**config.mk**
```make
export PLATFORM = sky130hd
export DESIGN_NAME = fetch_sequencer
export DESIGN_NICKNAME = d
export VERILOG_FILES = /design/src/rtl/fetch_seq_pkg.sv /design/src/rtl/fetch_tag_pipe.sv /design/src/rtl/fetch_sequencer.sv
export SDC_FILE = /design/constraint.sdc
export NUM_CORES = 1
export LEC_CHECK = 0
export ABC_AREA = 1
export CORE_MARGIN = 2
export CORE_UTILIZATION = 48
export DETAILED_ROUTE_END_ITERATION = 12
export GPL_TIMING_DRIVEN = 0
export PLACE_DENSITY = 0.89
export SLEW_MARGIN = 20
export SYNTH_ARGS = -nofsm -noshare
export SYNTH_HDL_FRONTEND = slang
export SYNTH_SLANG_ARGS = --single-unit
```
**constraint.sdc**
```tcl
create_clock -name system_clock -period 4.4 [get_ports system_clock]
set_clock_uncertainty 0.1 [all_clocks]
set_input_delay 0.66 -clock system_clock [delete_from_list [all_inputs] [get_ports system_clock]]
set_output_delay 0.66 -clock system_clock [all_outputs]
set_load 0.005 [all_outputs]
```
**src/rtl/fetch_seq_pkg.sv**
```systemverilog
// fetch_seq_pkg
//   Shared types and constants for the IF-stage fetch sequencer:
//   sequencer state encoding, instruction size in bytes and the default
//   reset PC.
package fetch_seq_pkg;

    typedef enum logic [1:0] {
        ST_FILL = 2'd0,
        ST_RUN  = 2'd1,
        ST_HOLD = 2'd2
    } seq_state_t;

    localparam logic [31:0] INSTR_BYTES      = 32'd4;
    localparam logic [31:0] DEFAULT_RESET_PC = 32'h0000_0000;

endpackage

```
**src/rtl/fetch_tag_pipe.sv**
```systemverilog
// fetch_tag_pipe
//   STAGES-deep shift register of {valid, pc} tags that follows each issued
//   fetch address across the fetch unit's fixed read latency. The head entry
//   lines up with the fetch unit output of the current cycle.
//
// Ports
//   system_clock  in   clock, rising edge
//   reset         in   asynchronous active-high reset (clears valids only)
//   flush         in   synchronous: invalidate every entry, including the one
//                      being inserted this cycle
//   insert_valid  in   valid bit of the tag entering stage 0
//   insert_pc     in   address of the tag entering stage 0
//   head_valid    out  valid bit of the oldest entry
//   head_pc       out  address of the oldest entry
module fetch_tag_pipe #(
    parameter int STAGES = 2,
    parameter int DATA_W = 32
) (
    input  logic              system_clock,
    input  logic              reset,
    input  logic              flush,
    input  logic              insert_valid,
    input  logic [DATA_W-1:0] insert_pc,
    output logic              head_valid,
    output logic [DATA_W-1:0] head_pc
);

    logic [STAGES-1:0] vld_p;
    logic [DATA_W-1:0] pc_p [STAGES];

    always_ff @(posedge system_clock or posedge reset) begin
        if (reset) begin
            vld_p <= '0;
        end else if (flush) begin
            vld_p <= '0;
        end else begin
            vld_p[0] <= insert_valid;
            for (int i = 1; i < STAGES; i++) begin
                vld_p[i] <= vld_p[i-1];
            end
        end
    end

    // Address payload carries no reset; its meaning is gated by vld_p.
    always_ff @(posedge system_clock) begin
        pc_p[0] <= insert_pc;
        for (int i = 1; i < STAGES; i++) begin
            pc_p[i] <= pc_p[i-1];
        end
    end

    assign head_valid = vld_p[STAGES-1];
    assign head_pc    = pc_p[STAGES-1];

endmodule

```
**src/rtl/fetch_sequencer.sv**
```systemverilog
// fetch_sequencer
//   Program-counter sequencer and fetch controller for the IF stage. Issues
//   program_counter to the fetch unit, tracks in-flight addresses through
//   fetch_tag_pipe, and loads IF/ID with {pc, instruction}. Decode stalls
//   freeze IF/ID and replay from the next PC; redirects squash all younger
//   work and restart from the target.
//
//   Optional feature: define FETCH_PERF_COUNT_EN to build the saturating
//   bubble_cycles / redirect_count counters. Without it both ports read 0.
//
// Ports
//   system_clock       in   clock, rising edge
//   reset              in   asynchronous active-high reset
//   stall              in   decode cannot accept (honoured only if if_id_valid)
//   redirect_valid     in   taken branch/jump, priority over stall
//   redirect_target    in   new PC (word aligned)
//   fetch_valid        in   fetch unit output valid
//   fetch_instruction  in   fetch unit output word
//   program_counter    out  address presented to the fetch unit
//   if_id_valid        out  IF/ID holds a real instruction
//   if_id_pc           out  PC of the held instruction
//   if_id_instruction  out  held instruction word
//   bubble_cycles      out  perf: cycles with if_id_valid=0
//   redirect_count     out  perf: redirects taken
module fetch_sequencer
    import fetch_seq_pkg::*;
#(
    parameter logic [31:0] RESET_PC      = DEFAULT_RESET_PC,
    parameter int          FETCH_LATENCY = 2
) (
    input  logic        system_clock,
    input  logic        reset,
    input  logic        stall,
    input  logic        redirect_valid,
    input  logic [31:0] redirect_target,
    input  logic        fetch_valid,
    input  logic [31:0] fetch_instruction,
    output logic [31:0] program_counter,
    output logic        if_id_valid,
    output logic [31:0] if_id_pc,
    output logic [31:0] if_id_instruction,
    output logic [31:0] bubble_cycles,
    output logic [15:0] redirect_count
);

    localparam logic [3:0] FILL_LAST = 4'(FETCH_LATENCY - 1);

    seq_state_t  state, state_nx;
    logic [3:0]  fill_cnt, fill_cnt_nx;
    logic [31:0] pc_nx;
    logic        if_id_valid_nx;
    logic [31:0] if_id_pc_nx;
    logic [31:0] if_id_instruction_nx;
    logic        tag_flush;
    logic        tag_insert;
    logic        head_valid;
    logic [31:0] head_pc;

    fetch_tag_pipe #(
        .STAGES (FETCH_LATENCY),
        .DATA_W (32)
    ) u_tag_pipe (
        .system_clock (system_clock),
        .reset        (reset),
        .flush        (tag_flush),
        .insert_valid (tag_insert),
        .insert_pc    (program_counter),
        .head_valid   (head_valid),
        .head_pc      (head_pc)
    );

    always_ff @(posedge system_clock or posedge reset) begin
        if (reset) begin
            state             <= ST_FILL;
            fill_cnt          <= '0;
            program_counter   <= RESET_PC;
            if_id_valid       <= 1'b0;
            if_id_pc          <= '0;
            if_id_instruction <= '0;
        end else begin
            state             <= state_nx;
            fill_cnt          <= fill_cnt_nx;
            program_counter   <= pc_nx;
            if_id_valid       <= if_id_valid_nx;
            if_id_pc          <= if_id_pc_nx;
            if_id_instruction <= if_id_instruction_nx;
        end
    end

    always_comb begin
        state_nx             = state;
        fill_cnt_nx          = fill_cnt;
        pc_nx                = program_counter;
        if_id_valid_nx       = if_id_valid;
        if_id_pc_nx          = if_id_pc;
        if_id_instruction_nx = if_id_instruction;
        tag_flush            = 1'b0;
        tag_insert           = 1'b0;

        if (redirect_valid) begin
            state_nx       = ST_FILL;
            fill_cnt_nx    = '0;
            pc_nx          = redirect_target;
            if_id_valid_nx = 1'b0;
            tag_flush      = 1'b1;
        end else if (stall && if_id_valid) begin
            // Entering or staying in HOLD: IF/ID frozen, in-flight fetches
            // discarded, replay starts at the instruction after the held one.
            state_nx  = ST_HOLD;
            pc_nx     = if_id_pc + INSTR_BYTES;
            tag_flush = 1'b1;
        end else begin
            unique case (state)
                ST_FILL: begin
                    pc_nx      = program_counter + INSTR_BYTES;
                    tag_insert = 1'b1;
                    if (fill_cnt == FILL_LAST) begin
                        state_nx = ST_RUN;
                    end else begin
                        fill_cnt_nx = fill_cnt + 4'd1;
                    end
                end
                ST_RUN: begin
                    pc_nx      = program_counter + INSTR_BYTES;
                    tag_insert = 1'b1;
                    if (head_valid && fetch_valid) begin
                        if_id_valid_nx       = 1'b1;
                        if_id_pc_nx          = head_pc;
                        if_id_instruction_nx = fetch_instruction;
                    end else begin
                        if_id_valid_nx = 1'b0;
                    end
                end
                ST_HOLD: begin
                    // Stall released: refill from the held PC.
                    state_nx       = ST_FILL;
                    fill_cnt_nx    = '0;
                    if_id_valid_nx = 1'b0;
                end
                default: begin
                    state_nx = ST_FILL;
                end
            endcase
        end
    end

`ifdef FETCH_PERF_COUNT_EN
    function automatic logic [31:0] sat_inc32(input logic [31:0] v);
        return (v == 32'hFFFF_FFFF) ? v : v + 32'd1;
    endfunction

    function automatic logic [15:0] sat_inc16(input logic [15:0] v);
        return (v == 16'hFFFF) ? v : v + 16'd1;
    endfunction

    logic [31:0] bubble_q;
    logic [15:0] redirect_q;

    always_ff @(posedge system_clock or posedge reset) begin
        if (reset) begin
            bubble_q   <= '0;
            redirect_q <= '0;
        end else begin
            if (!if_id_valid) begin
                bubble_q <= sat_inc32(bubble_q);
            end
            if (redirect_valid) begin
                redirect_q <= sat_inc16(redirect_q);
            end
        end
    end

    assign bubble_cycles  = bubble_q;
    assign redirect_count = redirect_q;
`else
    assign bubble_cycles  = '0;
    assign redirect_count = '0;
`endif

endmodule

```
# Word-level counts from Yosys, hierarchy flattened

Memories as Yosys holds them, arrays and structs flattened. A register that Yosys moved wholly into a read port is not among the register bits.
Index checks and enable logic that the tools add are counted.
Widths: inputs -> output; s select.

Reduce and logical (&&, ||, !) cells: 11
Equality and inequality tests: 7
Bitwise operators: 2
Add/subtract/negate cells: 3
Muxes and demuxes: 21

Operator list:

| kind                  | count |
|---|---|
| $mux 32               | 3 |
| $add 32x3->32 const B | 2 |
| $mux 4                | 3 |
| $reduce_bool 3->1     | 3 |
| $mux 1                | 8 |
| $mux 2                | 4 |
| $pmux 4 s2            | 1 |
| $ne 3x3->1 const B    | 2 |
| $add 4x1->4 const B   | 1 |
| $eq 4x1->1 const B    | 1 |
| $ne 4x4->1 const B    | 1 |
| $pmux 2 s2            | 1 |
| $reduce_and 2->1      | 2 |
| $reduce_and 4->1      | 1 |
| $reduce_and 3->1      | 1 |
| $eq 2x1->1 const B    | 1 |
| $eq 2x2->1 const B    | 1 |
| $logic_and 1x1->1     | 2 |
| $logic_not 2->1       | 1 |
| $ne 2x2->1 const B    | 1 |
| $not 1->1             | 2 |
| $pmux 1 s2            | 1 |
| $reduce_or 2->1       | 1 |

Output and inout bits: 145
Register bits: 73
RAM bits: 64
Input bits: 69
Word-level logic and storage cells: 51
Memories kept: 1

Memory list:

| name            | words | bits a word | rd ports | clocked after Yosys merged registers in | write ports | RTL line             | RTL |
|---|---|---|---|---|---|---|---|
| u_tag_pipe.pc_p | 2     | 32          | 2        | 1                                       | 2           | fetch_tag_pipe.sv:29 | `logic [DATA_W-1:0] pc_p [STAGES];` |

# Longest topological paths before layout

Word-level depth: 6
Mapped depth: 14
Depth with buffers taken out: 13

# By module

From an unflattened synthesis, not the netlist that was laid out.

Cells, all modules: 830
Area, all modules: 7,754.9 µm²

Modules (own cells, without submodules):

| module          | instances | cells each | sequential area each (µm²) | area each (µm²) |
|---|---|---|---|---|
| fetch_sequencer | 1         | 727        | 2,577.5                    | 6,164.7 |
| fetch_tag_pipe  | 1         | 103        | 1,331.3                    | 1,590.3 |

# Worst setup path after synthesis

Ideal clock, no wire load.

Path type: input-to-reg
Start: input stall
End: register program_counter[28]
Setup time: 0.116 ns
Path buffers: 1
Required time: 4.184 ns
Path slack: 2.277 ns
Stages on the path: 14
Arrival time: 1.906 ns
Path through: nand2_2 -> buf_6 -> nand2_1 -> nand2_1 -> ha_1 -> nand2_1 -> nor2_4 -> nand3_1 -> inv_1 -> nand2_1 -> nand2_1 -> nand3_1 -> nand2_1 -> nand2_1

Cells in the longest elaborated chain, start to end: 3
Elaborated cells between the ends (all ways): 4
Classes of those cells: 2 x mux; 2 x reduce/logical

Ends and longest elaborated chain:

| what                  | RTL line               | RTL |
|---|---|---|
| from (decl)           | fetch_sequencer.sv:33  | `input logic stall,` |
| $logic_and 1x1->1 (*) | fetch_sequencer.sv:106 | `end else if (stall && if_id_valid) begin` |
| $mux 32               | fetch_sequencer.sv:106 |  |
| $mux 32               | fetch_sequencer.sv:100 | `if (redirect_valid) begin` |
| to (signal assigned)  | fetch_sequencer.sv:83  | `program_counter <= pc_nx;` |
| to (decl)             | fetch_sequencer.sv:38  | `output logic [31:0] program_counter,` |

Mark *: on every way between the ends. The rest lies on a longest branch, timed or not.
A chain may end at the register's enable or synchronous reset.

# Worst setup path in the final report

Same ends and word-level chain as after synthesis.

==> parameters.txt <==
Parameter                              Value

Run status
  Result of the run ... completed

Power
  Fraction of power consumed by combinational cells ... 0.266
  Switching power ... 0.00137 W
  Static power due to leakage ... 4.77 nW
  Pwr Density ... 514 nW/um^2
  Fraction of power consumed by sequential logic ... 0.431
  Maximum VDD drop ... 236 uV
  Share of total power consumed by net switching ... 0.268
  Design internal power ... 0.00375 W
  Share of total power in the clock network ... 0.303
  Post-route total power ... 0.00512 W

Critical path
  Critical path required time ... 4.62 ns
  Cell Chain, Critical Path ... clkdlybuf4s50_1 > nand2_2 > buf_6 > nand2_1 > nand2_1 > ha_1 > nand2_1 > nor2_4 > nand3_1 > inv_1 > nand2_1 > nand2_1 > nand3_1 > nand2_1 > nand2_1
  Path type of the worst setup path ... primary input to register
  CP Launch Type ... primary input
  Worst endpoint data arrival time ... 2.87 ns
  Crit-path most repeated cell ... nand2_1
  Cell type group with the largest total delay on the critical path ... simple AND/OR/NAND/NOR gates
  Critical path buffers and inverters ... 3
  Top fanout value on the critical path ... 10
  Category of the worst setup path capture point ... register
  Cell with the largest stage delay on the worst path ... clkdlybuf4s50_1
  Delay of the slowest cell on the worst path ... 0.47 ns

Clock tree
  Deepest clock path buffer count ... 2
  Hold-fix buffer count after cts ... 0
  Number of CTS-inserted buffers ... 17
  Clk Latency, worst-skew pair ... 0.44 ns
  Root buffer selected by CTS ... clkbuf_16
  Number of cells upsized or downsized after cts ... 0
  CTS tree ... yes
  Clock-pin slew of the registers on the worst-case setup and hold paths ... 0.07 ns
  Sink count of the clock tree ... 169
  # Post-CTS Setup Buffers ... 0
  H-tree depth ... 4

Drt
  Via-to-Cell Ratio ... 4.96
  Via Count ... 5981
  Residual antenna-violating net count after detailed routing ... 0
  Final routed DRC violation total ... 0
  Number of iterations in the first detailed-routing pass ... 5
  Total length of routed wires ... 18800 um
  Count of routing violations after the opening detailed-route iteration ... 395
  Detailed-route wire length per cell ... 15.5 um

Final layout
  Nets ... 1082
  Fill cell count ... 1146
  ANT cells ... 0
  Area overhead of the layout relative to synthesis ... 37.3%
  Share of post-route cells with drive strength above 1 ... 0.168
  Share of the core filled with cells ... 0.681

Floorplan
  I/O pin total ... 214
  Area inside the core boundary ... 14600 um^2
  Die boundary height ... 127 um
  Die footprint ... 16100 um^2
  Placement Rows ... 44
  Starting density of the core ... 0.496
  Horizontal extent of the die ... 127 um

Global route
  Pin count of the biggest net entering global routing ... 59
  Vias in the first global route ... 5931
  Wire length of the first global-routing pass ... 29800 um
  Antenna violations before repair ... 0
  Gr ovfl total ... 0
  Overall routing resource usage ... 0.238

Yosys
  Number of enable flip-flop cells after synthesis ... 0
  Most frequently used cell type in the post-synthesis netlist ... nand2_1
  Cells after synthesis ... 778
  Proportion of synthesized chip area in sequential cells ... 0.538
  Top post-synthesis cells by count ... 201 x nand2_1, 105 x dfrtp_1, 74 x nor2_1
  Post-Synthesis Cell Area ... 7260 um^2
  Fraction of registers with async set/reset ... 0.621
  Most used flip-flop cell after synthesis ... dfrtp_1
  #FFs+latches synth ... 169
  Largest cells by area after synthesis ... dfrtp_1 36%, dfxtp_1 18%, nand2_1 10%, mux2_2 5.9%, buf_4 5.8%
  Total number of yosys warnings ... 0
  Per-instance average area after synthesis ... 9.33 um^2
  Cell taking the most area after synthesis ... dfrtp_1
  Portion of synthesized cell area occupied by the leading cell type ... 0.362
  Count of cell types in the netlist ... 34

Place
  IO Port Bufs ... 165
  DPL Wire Length ... 14000 um
  Last weighted congestion value of the routability-driven placer ... 0.881
  Post-placement setup slack ... 1.40 ns

Timing
  Final max-slew violation count ... 0
  F_max ... 0.378 GHz
  Tmin final ... 2.64 ns
  Hold Slack ... 0.224 ns
  Slew Limit Headroom ... 0.600
  Setup slack after layout ... 1.76 ns
  Final worst path period share ... 0.601
  Setup repair after global routing missed its margin ... false
  Slew at the pin closest to its max-slew limit ... 0.600 ns
  Final hold vios ... 0
  # setup viols final ... 0

Job
  Count of max-cap constraint violations ... 0

Worst hold path
  Hold Path Class ... register to register
==> path summary, 6_finish.rpt <==
check                                              end  depth (start not counted)                   start  slack (ns)
worst max-delay path               program_counter[28]                         15                   stall        1.76
worst min-delay path            u_tag_pipe.pc_p[1][15]                          0  u_tag_pipe.pc_p[0][15]        0.22
worst max register to register     program_counter[28]                         14             if_id_valid        1.96
worst min register to register  u_tag_pipe.pc_p[1][15]                          0  u_tag_pipe.pc_p[0][15]        0.22
max in group asynchronous           program_counter[8]                          3                   reset        3.02
min in group asynchronous        if_id_instruction[16]                          2                   reset        0.53
==> flip-flops by register name, indices dropped and copies added (netlist names) <==
| signal | count |
|---|---|
| u_tag_pipe.pc_p | 64 |
| program_counter | 32 |
| if_id_pc | 32 |
| if_id_valid | 1 |
| state | 2 |
| u_tag_pipe.vld_p | 2 |
| fill_cnt | 4 |
| if_id_instruction | 32 |
==> cell families after synthesis <==
| logic type | share of synthesized area |
|---|---|
| XOR/XNOR | 0.00603 |
| AO/OA/AOI/OAI | 0.0357 |
| AND/OR/NAND/NOR | 0.220 |
| other | 0.000516 |
| multiplexers | 0.0993 |
| buffers and inverters | 0.0948 |
| flip-flops | 0.538 |
| adder cells (fa/ha/maj) | 0.00517 |
==> cells in the final DEF, fill, tap and decap left out, types with 2 or more instances in the layout <==
master / synthesis / routed
nand2_1: 201 / 201
clkdlybuf4s50_1: 0 / 165
dfrtp_1: 105 / 105
nor2_1: 74 / 74
nand3_1: 65 / 65
dfxtp_1: 64 / 64
buf_4: 56 / 56
conb_1: 1 / 48
mux2_2: 38 / 38
inv_1: 36 / 35
a21oi_1: 27 / 27
mux2_1: 26 / 26
o21ai_0: 17 / 17
clkbuf_16: 0 / 17
buf_2: 10 / 10
nor2_2: 9 / 9
nand2_2: 8 / 8
nor2_4: 6 / 6
buf_6: 5 / 5
nand4_1: 4 / 4
clkbuf_1: 3 / 3
inv_6: 0 / 3
xnor2_1: 3 / 3
ha_1: 3 / 3
clkinv_4: 0 / 3
bufinv_16: 0 / 3
clkinv_2: 0 / 3
inv_2: 2 / 2
and2_1: 2 / 2
xor2_1: 2 / 2
or2_2: 2 / 2
clkbuf_8: 0 / 2
==> layer usage <==
metal  wire length, um  GRT usage
met1              7950      0.295
met5                 0          0
met2              9080      0.401
met4               518      0.107
met3              1220     0.0523
==> power by group through the flow <==
stage,combinational (W),clock (W),sequential [W]
final,0.00136,0.00155,0.00221
after global routing,0.00149,0.00164,0.00225
after CTS,0.00138,0.00157,0.00221
after detailed placement,0.00136,0,0.00223
after global placement,0.00132,0,0.00220
after floorplan,0.000509,0,0.00220
==> cell type report <==
class / count / area (um^2) / share of cell area
Buffer: 75 / 542 / 0.0543
Tap cell: 184 / 230 / 0.0231
Sequential cell: 169 / 3910 / 0.392
Clock inverter: 13 / 168 / 0.0168
Clock buffer: 19 / 453 / 0.0454
Inverter: 39 / 151 / 0.0152
Multi-Input combinational cell: 542 / 2840 / 0.285
Timing Repair Buffer: 166 / 1680 / 0.168
==> per-stage QoR <==
stage | instance area, um^2 | setup TNS (ns) | std cells
after floorplan | 7440 | 0 | 825
after global routing | 9970 | 0 | 1207
after CTS | 9970 | 0 | 1207
after detailed placement | 9350 | 0 | 1175
final | 9970 | 0 | 1207
after global placement | 9320 | -76.75 | 1174
Note: power is estimated with default switching activity, not from simulation.
